## src/rtl/match_event_logger.sv

```systemverilog
// Timestamps each sampled match against a free-running counter and queues it in a FWFT FIFO.
// Latency: 1 cycle from match to evt_valid/evt_ts; a pop takes effect at the accepting edge.
// Backpressure: evt_valid/evt_ready; a push into a full FIFO with no pop is dropped and flagged.

module match_event_fifo #(
    parameter int W     = 16,
    parameter int DEPTH = 4
) (
    input  logic                     clk,
    input  logic                     rst,
    input  logic                     clr_i,
    input  logic                     push_i,
    input  logic [W-1:0]             push_dat_i,
    input  logic                     pop_i,
    output logic                     vld_o,
    output logic [W-1:0]             head_dat_o,
    output logic [$clog2(DEPTH):0]   level_o,
    output logic                     drop_o
);
    localparam int AW = $clog2(DEPTH);
    localparam int LW = AW + 1;

    logic [W-1:0]  mem_q [DEPTH];
    logic [AW-1:0] wr_ptr_q, wr_ptr_d;
    logic [AW-1:0] rd_ptr_q, rd_ptr_d;
    logic [LW-1:0] level_q, level_d;

    logic full;
    logic do_pop;
    logic do_push;

    assign full    = (level_q == LW'(DEPTH));
    assign vld_o   = (level_q != '0);
    assign do_pop  = vld_o && pop_i && !clr_i;
    // A simultaneous pop frees the slot, so a push into a full FIFO is only lost without one.
    assign do_push = push_i && !clr_i && (!full || do_pop);
    assign drop_o  = push_i && !clr_i && full && !do_pop;

    assign head_dat_o = mem_q[rd_ptr_q];
    assign level_o    = level_q;

    always_comb begin
        wr_ptr_d = wr_ptr_q;
        rd_ptr_d = rd_ptr_q;
        level_d  = level_q;
        if (clr_i) begin
            wr_ptr_d = '0;
            rd_ptr_d = '0;
            level_d  = '0;
        end else begin
            if (do_push) begin
                wr_ptr_d = wr_ptr_q + AW'(1);
            end
            if (do_pop) begin
                rd_ptr_d = rd_ptr_q + AW'(1);
            end
            case ({do_push, do_pop})
                2'b10:   level_d = level_q + LW'(1);
                2'b01:   level_d = level_q - LW'(1);
                default: level_d = level_q;
            endcase
        end
    end

    always_ff @(posedge clk or negedge rst) begin
        if (!rst) begin
            wr_ptr_q <= '0;
            rd_ptr_q <= '0;
            level_q  <= '0;
        end else begin
            wr_ptr_q <= wr_ptr_d;
            rd_ptr_q <= rd_ptr_d;
            level_q  <= level_d;
        end
    end

    always_ff @(posedge clk or negedge rst) begin
        if (!rst) begin
            for (int i = 0; i < DEPTH; i++) begin
                mem_q[i] <= '0;
            end
        end else if (do_push) begin
            mem_q[wr_ptr_q] <= push_dat_i;
        end
    end

endmodule

module match_event_logger #(
    parameter int TS_W  = 16,
    parameter int DEPTH = 4,
    parameter int CNT_W = 8
) (
    input  logic                     clk,
    input  logic                     rst,
    input  logic                     match,
    input  logic                     clear,
    input  logic                     evt_ready,
    output logic                     evt_valid,
    output logic [TS_W-1:0]          evt_ts,
    output logic                     evt_lost,
    output logic [CNT_W-1:0]         match_count,
    output logic [$clog2(DEPTH):0]   fifo_level
);
    localparam logic [CNT_W-1:0] CNT_MAX = {CNT_W{1'b1}};

    logic [TS_W-1:0]  ts_q, ts_d;
    logic [CNT_W-1:0] cnt_q, cnt_d;
    logic             lost_q, lost_d;
    logic             drop;

    // The pushed stamp is the counter value held before the capturing edge.
    match_event_fifo #(
        .W     (TS_W),
        .DEPTH (DEPTH)
    ) u_fifo (
        .clk        (clk),
        .rst        (rst),
        .clr_i      (clear),
        .push_i     (match),
        .push_dat_i (ts_q),
        .pop_i      (evt_ready),
        .vld_o      (evt_valid),
        .head_dat_o (evt_ts),
        .level_o    (fifo_level),
        .drop_o     (drop)
    );

    always_comb begin
        ts_d   = ts_q + TS_W'(1);
        cnt_d  = cnt_q;
        lost_d = lost_q | drop;
        if (clear) begin
            cnt_d  = '0;
            lost_d = 1'b0;
        end else if (match && (cnt_q != CNT_MAX)) begin
            cnt_d = cnt_q + CNT_W'(1);
        end
    end

    always_ff @(posedge clk or negedge rst) begin
        if (!rst) begin
            ts_q   <= '0;
            cnt_q  <= '0;
            lost_q <= 1'b0;
        end else begin
            ts_q   <= ts_d;
            cnt_q  <= cnt_d;
            lost_q <= lost_d;
        end
    end

    assign evt_lost    = lost_q;
    assign match_count = cnt_q;

endmodule
```

## config.mk

```make
export PLATFORM = sky130hd
export DESIGN_NAME = match_event_logger
export DESIGN_NICKNAME = d
export VERILOG_FILES = /design/src/rtl/match_event_logger.sv
export SDC_FILE = /design/constraint.sdc
export NUM_CORES = 1
export LEC_CHECK = 0
export ABC_AREA = 1
export CORE_UTILIZATION = 53
export DETAILED_ROUTE_END_ITERATION = 8
export DONT_BUFFER_PORTS = 1
export PLACE_DENSITY = 0.65
export SYNTH_ARGS = -nofsm -noshare
export SYNTH_HDL_FRONTEND = slang
export SYNTH_SLANG_ARGS = --single-unit
```

## constraint.sdc

```tcl
create_clock -name clk -period 5.94 [get_ports clk]
set_clock_uncertainty 0.15 [all_clocks]
set_input_delay 0.891 -clock clk [delete_from_list [all_inputs] [get_ports clk]]
set_output_delay 0.891 -clock clk [all_outputs]
set_load 0.01 [all_outputs]
```

### Yosys cells after proc, flatten, opt, wreduce, memory -nomap -nowiden

Cells that the tools add are included.

| cells by class | value |
|---|---|
| add/subtract/negate cells | 6 |
| $lt $le $gt $ge | 3 |
| equal/unequal tests | 4 |
| mux-type cells | 15 |
| bitwise operators | 3 |
| reductions and logical operators | 17 |

Operators with widths:

| cell | number |
|---|---|
| 64-bit bitwise mux | 1 |
| 16-bit two-way mux | 3 |
| 16-bit binary-select mux with 2-bit select | 1 |
| 16-bit demux with 2-bit select | 1 |
| 16-bit by 1-bit adder with 16-bit output, second input constant | 1 |
| 8-bit two-way mux | 2 |
| 8-bit by 1-bit adder with 8-bit output, second input constant | 1 |
| 1-bit logical AND | 8 |
| 2-bit two-way mux | 4 |
| 8-bit != test, second input constant | 1 |
| 3-bit >= comparator, second input constant | 2 |
| 2-bit inverter with 3-bit output | 2 |
| 3-bit case mux with 2 select lines | 1 |
| 2-bit nonzero test | 3 |
| 3-bit nonzero test | 2 |
| 2-bit by 1-bit adder with 2-bit output, second input constant | 2 |
| 3-bit by 1-bit adder with 3-bit output, second input constant | 1 |
| 3-bit == test, second input constant | 1 |
| 1-bit logical NOT | 3 |
| 3-bit by 1-bit less-than comparator with 1-bit output, second input constant | 1 |
| 3-bit two-way mux | 1 |
| 3-bit by 1-bit subtractor with 3-bit output, second input constant | 1 |
| 2-bit by 1-bit == test with 1-bit output, second input constant | 1 |
| 2-bit == test, second input constant | 1 |
| other kinds (3) | 3 |

| word-level totals | value |
|---|---|
| register bits | 96 |
| input port bits | 5 |
| output and inout port bits | 29 |
| word-level logic and storage cells | 58 |

### Depth between registers and ports, before layout

| depth | value |
|---|---|
| word-level depth | 8 |
| mapped depth | 10 |
| depth with buffers taken out | 10 |

### Hierarchy

Synthesis repeated with hierarchy kept, for this count alone.

| unflattened totals | value |
|---|---|
| cells, all modules | 589 |
| area total of the unflattened synthesis | 4901.0 sq um |

By module, submodules not included:

| module | times used | cells each | area each (sq um) | sequential area each (sq um) |
|---|---|---|---|---|
| match_event_fifo | 1 | 441 | 3639.7 | 1776.7 |
| match_event_logger | 1 | 148 | 1261.2 | 625.6 |

### Least setup slack after synthesis

Ideal clock, no wire load.

| timing path | value |
|---|---|
| path kind | input to register |
| from | in clear |
| to | reg u_fifo.level_q[2] (netlist: u_fifo.level_o[2]) |
| library setup time | 0.066 ns |
| arrival time | 2.200 ns |
| required time | 5.724 ns |
| slack | 3.524 ns |
| stages on the path | 10 |
| path buffers | 1 |
| cells stage by stage | buf_2 inv_2 nand4_1 inv_1 fa_1 xnor2_1 nor2_1 nor2_1 nand3_1 nand2_1 |

| on the way | value |
|---|---|
| word-level cells in the longest chain between the ends | 7 |
| elaborated cells between the ends (all ways) | 10 |
| those cells by class | eq/ne: 2; mux: 2; reduce/logical: 6 |

RTL lines:

| item | RTL line | text |
|---|---|---|
| start: declaration | 97 | `input logic clear,` |
| 1-bit logical NOT | 34, 36 |  |
| 1-bit logical AND | 34 | `assign do_pop = vld_o && pop_i && !clr_i;` |
| 1-bit logical OR | 36 | `assign do_push = push_i && !clr_i && (!full \|\| do_pop);` |
| 1-bit logical AND | 36 |  |
| 2-bit by 1-bit == test with 1-bit output / 2-bit == test (equally long branches) | 57 | `case ({do_push, do_pop})` |
| 3-bit case mux with 2 select lines | 57 |  |
| 3-bit two-way mux | 46 | `if (clr_i) begin` |
| end signal: assignment | 73 | `level_q <= level_d;` |
| end: declaration | 26 | `logic [LW-1:0] level_q, level_d;` |

Parallel ways exist; a longest one is shown, timed or not.
A chain may end at the register's enable or synchronous reset.

### Final worst setup path

| timing path | value |
|---|---|
| from | reg u_fifo.rd_ptr_q[0] |
| to | out evt_ts[5] |

| on the way | value |
|---|---|
| word-level cells in the longest chain between the ends | 4 |

RTL lines:

| item | RTL line | text |
|---|---|---|
| start: declaration | 25 | `logic [AW-1:0] rd_ptr_q, rd_ptr_d;` |
| start signal: assignment | 72 | `rd_ptr_q <= rd_ptr_d;` |
| 2-bit inverter with 3-bit output (not written as such) | 39 | `assign head_dat_o = mem_q[rd_ptr_q];` |
| 16-bit binary-select mux with 2-bit select | 39 |  |
| 16-bit two-way mux (not written as such) (2 in a row) | 39 |  |
| end: declaration | 100 | `output logic [TS_W-1:0] evt_ts,` |

No other way between the ends. The select of a mux whose other input is x is not followed.

==> reports/qor.csv <==
stage,metric,value,unit
route,routedWlPerCell,15.2,microns
sta,worst_slew_pin_slew,1.02,ns
yosys,ys_types,30,
final_layout,multiInputGateArea,0.00190,sq mm
clock_network,cts.sink_count,96,
sta,relSlewSlack,0.320,
yosys,synth.ff_latch_count,96,
placement,io_buffer_count,0,
worst_setup_path,critical-path-top-delay-family,flip-flops,
sta,timing.final.max_slew_violations,0,
worst_setup_path,start_kind,flip-flop,
worst_setup_path,crit_slowest_cell,sky130_fd_sc_hd__dfrtp_1,
power_and_ir_drop,cellLeakagePower,2.18,nW
route,vias_per_cell,5.57,
global_routing,grt_max_degree,97,
sta,period_share,0.619,
worst_setup_path,worst_ep_arrival_time,2.64,ns
yosys,syn-num-nets,510,
yosys,synth.largest_area_cell,sky130_fd_sc_hd__dfrtp_1,
die,die-width,95.2,microns
worst_hold_path,holdCritPathClass,in2async,
route,remaining_drc_errors,0,
yosys,synth_edf_count,0,
route,detail_route.iter0.violations,207,
sta,final_period_minus_worst_setup_slack,3.68,ns
sta,setup-violations-final,0,
final_layout,seq_area,0.00240,sq mm
clock_network,tritoncts,built,
sta,achievable-frequency,272,MHz
yosys,post_synth.cell_area_avg,9.25,sq um
clock_network,cts.path.max_buffers,2,
clock_network,clock-root-buffer,sky130_fd_sc_hd__clkbuf_8,
route,drt-total-wl,9.02,mm
die,dieArea,0.00907,sq mm
clock_network,clock_latency,0.36,ns
final_layout,final_layout_size_suffix_gt1_frac,0.129,
die,core,0.00830,sq mm
worst_setup_path,worstSetupPathType,reg2out,
global_routing,grt-ovfl-total,0,
die,rows,33,
yosys,flip_flop_cell_with_the_highest_count_after_synthesis,sky130_fd_sc_hd__dfrtp_1,
worst_setup_path,path_buf_inv,1,
placement,routabilityCongestion,0.829,
placement,hpwl,5.90,mm
worst_setup_path,critPathRequiredTime,4.90,ns
die,die_height,95.2,microns
flow_run,drv.max_cap_violation_count,0,
worst_setup_path,endpoint_kind,primary output,
power_and_ir_drop,pwr_density_cell,325,mW/mm^2
global_routing,overall_fraction_of_global_route_tracks_in_use,0.221,
die,starting_density_of_the_core,0.555,
clock_network,cts.htree.levels,3,
yosys,yosysTopAreaCellShare,0.522,
yosys,synth_warn,0,
power_and_ir_drop,ir_worst_vdd,0.152,mV
yosys,async_reset_ff_frac,1.00,
outcome,run_status,finished clean,
sta,timing.final.hold_violations,0,
clock_network,cts_hold_repair.buffers,0,
sta,sum_of_negative_setup_slack,0,ns
global_routing,grt_antenna_before_repair,0,
yosys,synth_top_cells_by_area,"sky130_fd_sc_hd__dfrtp_1 (52%), sky130_fd_sc_hd__nand2_1 (8.1%), sky130_fd_sc_hd__o21ai_2 (6.5%)",
yosys,synth_cells,498,
final_layout,layout.cells.most_common,sky130_fd_sc_hd__nand2_1,
final_layout,fin_nets,498,
route,vias,3313,
final_layout,layout.cell_area.non_filler,0.00478,sq mm
clock_network,path_clk_slew,0.09,ns
yosys,synth-seq-area-share,0.522,
worst_setup_path,worstPathMaxFanout,35,
global_routing,grt_first_pass_wirelength,15.2,mm
clock_network,post_cts.resized_instances,0,
die,number_of_i_o_pins,34,
clock_network,cts_inserted_buffers,9,
final_layout,fillerInstances,759,
worst_setup_path,cp_slowest_stage_delay,1.02,ns
final_layout,area_delta_synth_final,3.72,%
route,number_of_routed_nets_with_antenna_violations,0,
final_layout,layout_common_cells,"sky130_fd_sc_hd__nand2_1 (99), sky130_fd_sc_hd__dfrtp_1 (96), sky130_fd_sc_hd__nor2_1 (47)",
sta,grt_setup_unrepaired,false,
clock_network,cts_post_setup_buffers_inserted,0,
placement,place_area,0.00457,sq mm
route,drt_first_pass_iters,5,
worst_setup_path,cp_cell_sequence,"inv_1, o21ai_0, o22ai_1",
final_layout,antennaDiodeCount,0,
yosys,summed_instance_area_of_the_synthesized_netlist,0.00461,sq mm
global_routing,first_global_vias,3243,
-- flip-flops by register name, indices dropped and copies added (netlist names) --
register         count
u_fifo.mem_q        64
ts_q                16
match_count          8
u_fifo.level_o       3
u_fifo.rd_ptr_q      2
u_fifo.wr_ptr_q      2
evt_lost             1
-- logic make-up (layout without fill, tap and decap cells) --
logic type | after synthesis | count (layout) | share of synthesized area
AND/OR/NAND/NOR | 195 | 195 | 0.195
XOR/XNOR | 14 | 14 | 0.0266
AO/OA/AOI/OAI | 126 | 126 | 0.171
adder cells (fa/ha/maj) | 7 | 7 | 0.0206
buffers and inverters | 60 | 52 | 0.0655
flip-flops | 96 | 96 | 0.522
-- where the power goes --
part           internal [mW]  leakage [nW]  total, mW  switching (mW)
logic                  0.105         0.792      0.292           0.187
clock network          0.236        0.0967      0.454           0.218
registers              0.732          1.29      0.806          0.0734
total                   1.07          2.18       1.55           0.479
-- stage by stage --
stage / cells / power, mW / hold WS, ns / util / worst slack, ns
3_5_place_dp: 580 / 1.12 / 0.311 / 0.551 / 2.63
4_1_cts: 595 / 1.57 / 0.0493 / 0.576 / 2.21
5_1_grt: 595 / 1.64 / 0.0462 / 0.576 / 1.93
2_1_floorplan: 498 / 1.06 / 0.292 / - / 3.52
3_3_place_gp: 580 / 1.10 / 0.311 / 0.551 / 2.72
6_report: 595 / 1.55 / 0.0652 / 0.576 / 2.26
-- synthesized netlist by cell type, types with 2 or more instances --
cell	instances
sky130_fd_sc_hd__a21oi_1	3
sky130_fd_sc_hd__buf_4	4
sky130_fd_sc_hd__buf_6	8
sky130_fd_sc_hd__clkbuf_1	10
sky130_fd_sc_hd__dfrtp_1	96
sky130_fd_sc_hd__ha_1	6
sky130_fd_sc_hd__inv_1	32
sky130_fd_sc_hd__inv_2	5
sky130_fd_sc_hd__nand2_1	99
sky130_fd_sc_hd__nand3_1	23
sky130_fd_sc_hd__nand3_2	2
sky130_fd_sc_hd__nand3_4	5
sky130_fd_sc_hd__nand4_1	8
sky130_fd_sc_hd__nor2_1	47
sky130_fd_sc_hd__nor2_4	2
sky130_fd_sc_hd__nor3_1	4
sky130_fd_sc_hd__nor4_1	2
sky130_fd_sc_hd__o21ai_0	38
sky130_fd_sc_hd__o21ai_1	32
sky130_fd_sc_hd__o21ai_2	34
sky130_fd_sc_hd__o22ai_1	16
sky130_fd_sc_hd__o31ai_1	2
sky130_fd_sc_hd__xor2_1	13
-- routing by layer --
layer / vias to the layer above / global-route usage / routed length, microns
met3: 12 / 0.0311 / 264
met1: 1606 / 0.285 / 4240
met5: - / 0 / 0
met2: 61 / 0.375 / 4360
met4: 0 / 0.0896 / 156
li1: 1634 / - / -
-- worst paths after layout --
check                                   start                 to  slack (ns)  cells after the start
min in group clk             u_fifo.mem_q[44]   u_fifo.mem_q[44]        0.33                      2
max in group asynchronous                 rst   u_fifo.mem_q[56]        5.41                      0
max                        u_fifo.rd_ptr_q[0]          evt_ts[5]        2.26                      3
min                                       rst     match_count[5]        0.07                      0
max reg2reg                 u_fifo.level_o[0]  u_fifo.level_o[2]        3.75                     10
min reg2reg                  u_fifo.mem_q[44]   u_fifo.mem_q[44]        0.33                      2
-- final cells by class --
type                            count  area share
Clock inverter                      3      0.0141
Sequential cell                    96       0.503
Tap cell                          105      0.0275
Clock buffer                       12      0.0283
Inverter                           37      0.0291
Multi-Input combinational cell    342       0.398
Power figures use the tool's default switching activity.
